`config.mk`:
```
export PLATFORM = sky130hd
export DESIGN_NAME = mpc_channel_kob
export DESIGN_NICKNAME = d
export VERILOG_FILES = /design/src/rtl/mpc_channel_kob.sv
export SDC_FILE = /design/constraint.sdc
export NUM_CORES = 2
export LEC_CHECK = 0
export ABC_AREA = 1
export CAP_MARGIN = 20
export CORE_MARGIN = 4
export CORE_UTILIZATION = 57
export CTS_CLUSTER_SIZE = 12
export DETAILED_ROUTE_END_ITERATION = 7
export PLACE_DENSITY = 0.74
export RECOVER_POWER = 100
export SETUP_SLACK_MARGIN = 0.5
export SYNTH_ARGS = -nofsm -noshare
export SYNTH_HDL_FRONTEND = slang
export SYNTH_SLANG_ARGS = --single-unit
```
`constraint.sdc`:
```
create_clock -name clk_i -period 45.1 [get_ports clk_i]
set_input_delay 9.02 -clock clk_i [delete_from_list [all_inputs] [get_ports clk_i]]
set_output_delay 9.02 -clock clk_i [all_outputs]
set_load 0.01 [all_outputs]
```
`src/rtl/mpc_channel_kob.sv`:
```
// Per-channel keep-order buffer: takes out-of-order bank responses tagged with rob_id
// and returns them to the channel in allocation order.
module mpc_channel_kob #(
   parameter int         KOB_SIZE   = 8,
   parameter logic [1:0] CHANNEL_ID = 2'd0,
   parameter int         DATA_W     = 128
) (
   input  logic              clk_i,
   input  logic              rst_i,
   input  logic              alloc_valid_i,
   output logic              alloc_ready_o,
   output logic [2:0]        alloc_id_o,
   input  logic              rc_valid_i,
   input  logic [DATA_W+4:0] rc_rsp_i,
   output logic              rc_ready_o,
   output logic              rsp_valid_o,
   input  logic              rsp_ready_i,
   output logic [DATA_W-1:0] rsp_o,
   output logic [3:0]        occupancy_o,
   output logic              err_o
);

   localparam int IDX_W = $clog2(KOB_SIZE);
   localparam int PTR_W = IDX_W + 1;

   typedef enum logic [1:0] {
      SLOT_FREE    = 2'd0,
      SLOT_PENDING = 2'd1,
      SLOT_DONE    = 2'd2
   } slot_e;

   slot_e             slot_q [KOB_SIZE];
   slot_e             slot_d [KOB_SIZE];
   logic [DATA_W-1:0] data_q [KOB_SIZE];
   logic [DATA_W-1:0] data_d [KOB_SIZE];
   logic [PTR_W-1:0]  head_q, head_d;
   logic [PTR_W-1:0]  tail_q, tail_d;
   logic              err_q, err_d;

   logic [1:0]        rc_chan_s;
   logic [2:0]        rc_rob_s;
   logic [IDX_W-1:0]  rc_idx_s;
   logic [DATA_W-1:0] rc_rdata_s;
   logic [IDX_W-1:0]  head_idx_s;
   logic [IDX_W-1:0]  tail_idx_s;
   logic              full_s;
   logic              alloc_fire_s;
   logic              fill_hit_s;
   logic              pop_fire_s;

   assign rc_chan_s  = rc_rsp_i[DATA_W+4:DATA_W+3];
   assign rc_rob_s   = rc_rsp_i[DATA_W+2:DATA_W];
   assign rc_idx_s   = rc_rob_s[IDX_W-1:0];
   assign rc_rdata_s = rc_rsp_i[DATA_W-1:0];

   assign head_idx_s = head_q[IDX_W-1:0];
   assign tail_idx_s = tail_q[IDX_W-1:0];

   // Full when indices match but the wrap bits differ; a same-cycle pop does not open a slot.
   assign full_s       = (head_idx_s == tail_idx_s) && (head_q[IDX_W] != tail_q[IDX_W]);
   assign alloc_fire_s = alloc_valid_i & ~full_s;
   assign fill_hit_s   = rc_valid_i && (rc_chan_s == CHANNEL_ID);
   assign pop_fire_s   = rsp_valid_o & rsp_ready_i;

   assign alloc_ready_o = ~full_s;
   assign alloc_id_o    = 3'(tail_idx_s);
   assign rc_ready_o    = 1'b1;
   assign rsp_valid_o   = (slot_q[head_idx_s] == SLOT_DONE);
   assign rsp_o         = data_q[head_idx_s];
   assign occupancy_o   = 4'(tail_q - head_q);
   assign err_o         = err_q;

   // Next-state for slots, data RAM, pointers and the sticky error flag.
   always_comb begin
      slot_d = slot_q;
      data_d = data_q;
      head_d = head_q;
      tail_d = tail_q;
      err_d  = err_q;
      if (fill_hit_s) begin
         if (slot_q[rc_idx_s] == SLOT_PENDING) begin
            slot_d[rc_idx_s] = SLOT_DONE;
            data_d[rc_idx_s] = rc_rdata_s;
         end else begin
            err_d = 1'b1;
         end
      end else begin
         err_d = err_q;
      end
      if (pop_fire_s) begin
         slot_d[head_idx_s] = SLOT_FREE;
         head_d             = head_q + PTR_W'(1);
      end else begin
         head_d = head_q;
      end
      if (alloc_fire_s) begin
         slot_d[tail_idx_s] = SLOT_PENDING;
         tail_d             = tail_q + PTR_W'(1);
      end else begin
         tail_d = tail_q;
      end
   end

   // State registers; reset discards every in-flight entry.
   always_ff @(posedge clk_i or posedge rst_i) begin
      if (rst_i) begin
         for (int i = 0; i < KOB_SIZE; i++) begin
            slot_q[i] <= SLOT_FREE;
            data_q[i] <= {DATA_W{1'b0}};
         end
         head_q <= {PTR_W{1'b0}};
         tail_q <= {PTR_W{1'b0}};
         err_q  <= 1'b0;
      end else begin
         slot_q <= slot_d;
         data_q <= data_d;
         head_q <= head_d;
         tail_q <= tail_d;
         err_q  <= err_d;
      end
   end

endmodule

```
Word level (Yosys, flattened, before mapping):

Cells that the tools add are included.
W data, S select, Z words.

* register bits after elaboration: 1049
* input bits: 138

* add/subtract/negate cells: 3
* magnitude comparators: 6
* eq/ne operators: 4
* mux-type cells: 22
* bitwise operators: 15
* reductions and logical operators: 8

Operator list (count)
* $bwmux W1024: 1
* $bmux W128 S3: 1
* $demux W128 S3: 1
* $mux W128: 3
* $mux W16: 4
* $demux W2 S3: 3
* $and A16 B16 Y16: 1
* $and A8 B8 Y8: 2
* $not A16 Y16: 1
* $not A8 Y8: 2
* $or A8 B8 Y8: 2
* $mux W2: 7
* $bmux W2 S3: 2
* $ge A4 B4 Y1 const B: 3
* $lt A4 B1 Y1 const B: 3
* $not A3 Y4: 3
* $add A4 B1 Y4 const B: 2
* $logic_and A1 B1 Y1: 5
* $reduce_and A2 Y1: 2
* $sub A4 B4 Y4: 1
* $eq A3 B3 Y1: 1
* $and A1 B1 Y1: 2
* $eq A2 B1 Y1 const B: 1
* $eq A2 B2 Y1 const B: 1
* 3 further kinds: 4

Longest topological paths before layout:

* depth after elaboration: 13
* mapped depth: 13
* mapped depth without buffers: 11

Worst setup path before layout:

No wires, ideal clock.

* path kind: reg-to-output
* start: register head_q[0]
* end: output rsp_o[100]
* data arrival time: 1.767 ns
* required time: 36.080 ns
* slack: 34.313 ns
* stages on the path, launching flop included: 8
* path buffers: 4
* path through: dfrtp_1 -> clkbuf_1 -> inv_1 -> buf_2 -> clkbuf_1 -> clkbuf_1 -> nor2_1 -> o2111ai_1

* word-level cells in the longest chain between the ends: 4

RTL lines
* start: declaration: line 36 `logic [PTR_W-1:0] head_q, head_d;`
* start signal: assignment: line 111 `head_q <= {PTR_W{1'b0}};`
* $not A3 Y4 (implied by the code): line 69 `assign rsp_o = data_q[head_idx_s];`
* $bmux W128 S3: line 69
* $mux W128 (implied by the code) (2 in a row): line 69
* end: declaration: line 18 `output logic [DATA_W-1:0] rsp_o,`

No other way between the ends. The select of a mux whose other input is x is not followed.

Final worst setup path:

* start: register head_q[0]
* end: output rsp_o[65]

Same word-level chain as after synthesis.

==> out/qor.csv <==
metric,value,unit
Port Buffers,275,
max_slew headroom,-594,%
final worst path period need,27.78,ns
CP Cell Sequence,clkinvlp_2 > clkbuf_1 > clkbuf_1 > o21ai_0 > o2111ai_1 > dlygate4sd3_1,
power per cell area,61.6,nW/µm²
endpoints failing setup,0,
max-cap violation count,54,
CTS tree,done,
largest net degree at the start of global routing,245,
clock sink count,1049,
CP Capture Type,output pin,
CP bufs+invs,4,
fmax,36.0,MHz
initial antenna violation count,8,
critical path type,reg2out,
Post-Syn Area,46800,µm²
DRC viols,0,
"most common cell after layout, fill and taps aside",o21ai_0,
DIE AREA,86700,µm²
Core Rows,104,
Leak,0.0236,µW
CP required,36.08,ns
layout cell share with drive strength beyond 1,3.50,%
grt met3 use,4.78,%
Top Family by Delay on Critical Path,buffers and inverters,
Final ANT Viol Nets,0,
r2r worst-path depth,4,
Via density,5.84,
nets,5315,
reg2reg start,head_q[0],
grt ovf,0,
Peak VDD IR,0.0480,mV
core area,80900,µm²
Num CTS Buffers,109,
hold_sp,err_o,
Final Slew Violations,4023,
Syn Area/Cell,9.11,µm²
Hold Path End,err_o,
Avg WL per Cell,19.3,µm
GRT met1 Usage,41.0,%
"Area growth, synth to finish",10.6,%
setup slack after layout,17.32,ns
clk_skew,0.0194,ns
gr busiest metal,met2,
Starting Density,57.8,%
CP max-delay cell,clkbuf_1,
most frequent cells in the layout,"o21ai_0 (1511), nand2_1 (1113), dfrtp_1 (1049)",
slowest cell delay on critical path,7.46,ns
synth warn,0,
Post-Synthesis Cells,5133,
Reg2Reg Setup Slack,28.29,ns
Crit Path Max Fanout,244,
CTS H-Tree Depth,3,
post_cts resized,0,
clock buffer depth,3,
clock-pin slew on the worst setup and hold paths,0.06,ns
hold depth,1,
global-route wire length before repair,198000,µm
final hold violations,0,
Post-DP HPWL,66700,µm
Mapped Nets,5277,
Worst Setup Start Kind,register,
die span in x,294,µm
Worst R2R End,head_q[0],
"FF+latch count, synth",1049,
Worst Hold Class,reg2reg,
Placement Setup Slack,31.34,ns
"Seq/Total Area, Yosys",56.1,%
M2 GR Usage,44.3,%
post-CTS setup buffer count,0,
Worst-Margin Slew,10.41,ns
Vias,36900,
period utilization,61.6,%
synth unique cells,31,
starting DRC count in detailed routing,3442,
Worst-Skew Late Latency,0.67,ns
failing checks,"capacitance limit, slew limit",
IO Count,277,
status,"complete, but fails checks",
vias in the first global route,35700,
total negative slack,0,ns
Total Routed Length,122000,µm
hold buffers post-CTS,0,
Critical Path Most Common Cell,clkbuf_1,
RSZ-0062 raised after global routing,no,
GRT Resource Usage Total,28.3,%
gpl congestion,0.797,
root buffer cell,clkbuf_16,
Worst Path Arrival,18.76,ns
chip height,294,µm
first-pass iteration count of the detailed router,5,
==> cells by family (layout without fill, tap and decap cells) <==
group | Yosys count | after routing | synth area share, %
adder cells (fa/ha/maj) | 6 | 6 | 0.177
AO/OA/AOI/OAI | 1930 | 1930 | 23.6
AND/OR/NAND/NOR | 1565 | 1565 | 13.1
XOR/XNOR | 8 | 8 | 0.150
other | 1 | 6 | 0.00802
buffers and inverters | 574 | 694 | 6.81
flip-flops | 1049 | 1049 | 56.1
==> synth_stat cells <==
cell type | instances | area [µm²]
fa_1 | 1 | 20.0
nor2_8 | 1 | 20.0
o21ai_2 | 70 | 613
nand3_2 | 1 | 10.0
inv_2 | 1 | 3.75
nand2_1 | 1113 | 4180
o21ai_0 | 731 | 3660
nand3_1 | 17 | 85.1
nand2_4 | 1 | 11.3
buf_4 | 11 | 82.6
o2111ai_1 | 128 | 1120
xnor2_1 | 4 | 35.0
a21o_1 | 1 | 7.51
xor2_1 | 4 | 35.0
nand2_2 | 1 | 6.26
buf_2 | 107 | 536
buf_1 | 12 | 45.0
nand4_1 | 9 | 56.3
clkbuf_1 | 161 | 604
dfrtp_1 | 1049 | 26300
nor2_1 | 406 | 1520
conb_1 | 1 | 3.75
nand4_4 | 8 | 170
a21oi_1 | 8 | 40.0
o21ai_1 | 736 | 3680
buf_6 | 114 | 1280
inv_1 | 168 | 631
o21a_1 | 256 | 1920
ha_1 | 5 | 62.6
nor3_1 | 7 | 35.0
nor3b_4 | 1 | 18.8
==> cell type report <==
| type | count | area, µm² |
|---|---|---|
| multi-input combinational | 3510 | 17000 |
| fill | 6948 | 29200 |
| antenna | 5 | 12.5 |
| clock inverter | 22 | 199 |
| sequential | 1049 | 26300 |
| clock buffer | 171 | 3280 |
| timing repair buffer | 332 | 3020 |
| tap | 1060 | 1330 |
| inverter | 169 | 637 |
==> stage by stage <==
stage                     util [%]  std cells  instance area (µm²)  power, µW  hold slack (ns)
after floorplan                  -       5133                46800       1880            0.448
after global placement        60.3       6118                48800       2330            0.444
after detailed placement      60.3       6119                48800       2350            0.448
after CTS                     64.6       6312                52300       3230            0.463
after global routing          63.9       6315                51700       3380            0.489
final                         63.9       6318                51700       3190            0.459
==> flip-flops by register name (all words and copies together), names as in the netlist <==
signal	count
head_q	4
slot_q	16
data_q	1024
tail_q	4
err_o	1
==> power breakdown <==
group	internal [µW]	total (µW)	switching, µW	leakage (µW)
Sequential	1110	1220	105	0.0142
Clock	508	873	365	0.00171
Combinational	438	1090	657	0.00767
Total	2060	3190	1130	0.0236
==> layer usage <==
metal,wire length [µm],up-vias
met5,26,-
met4,3670,4
met2,55500,1197
met3,8300,220
met1,54500,18100
li1,-,17400
==> worst max-delay path by stage <==
stage | start | end | slack (ns) | cells past startpoint
after floorplan | rst_i | data_q[0] | 6.55 | 1
after global placement | head_q[0] | rsp_o[127] | 31.34 | 6
after detailed placement | head_q[0] | rsp_o[127] | 31.34 | 7
after CTS | head_q[0] | rsp_o[127] | 30.64 | 7
after global routing | head_q[0] | rsp_o[1] | 15.68 | 6
final | head_q[0] | rsp_o[65] | 17.32 | 6
==> worst reg2reg max path: stages (launching register included) <==
cell	delay [ns]
dfrtp_1	1.36
clkinvlp_2	4.00
clkbuf_1	7.55
clkbuf_1	3.42
xor2_1	0.19
Note: power is estimated with default switching activity, not from simulation.
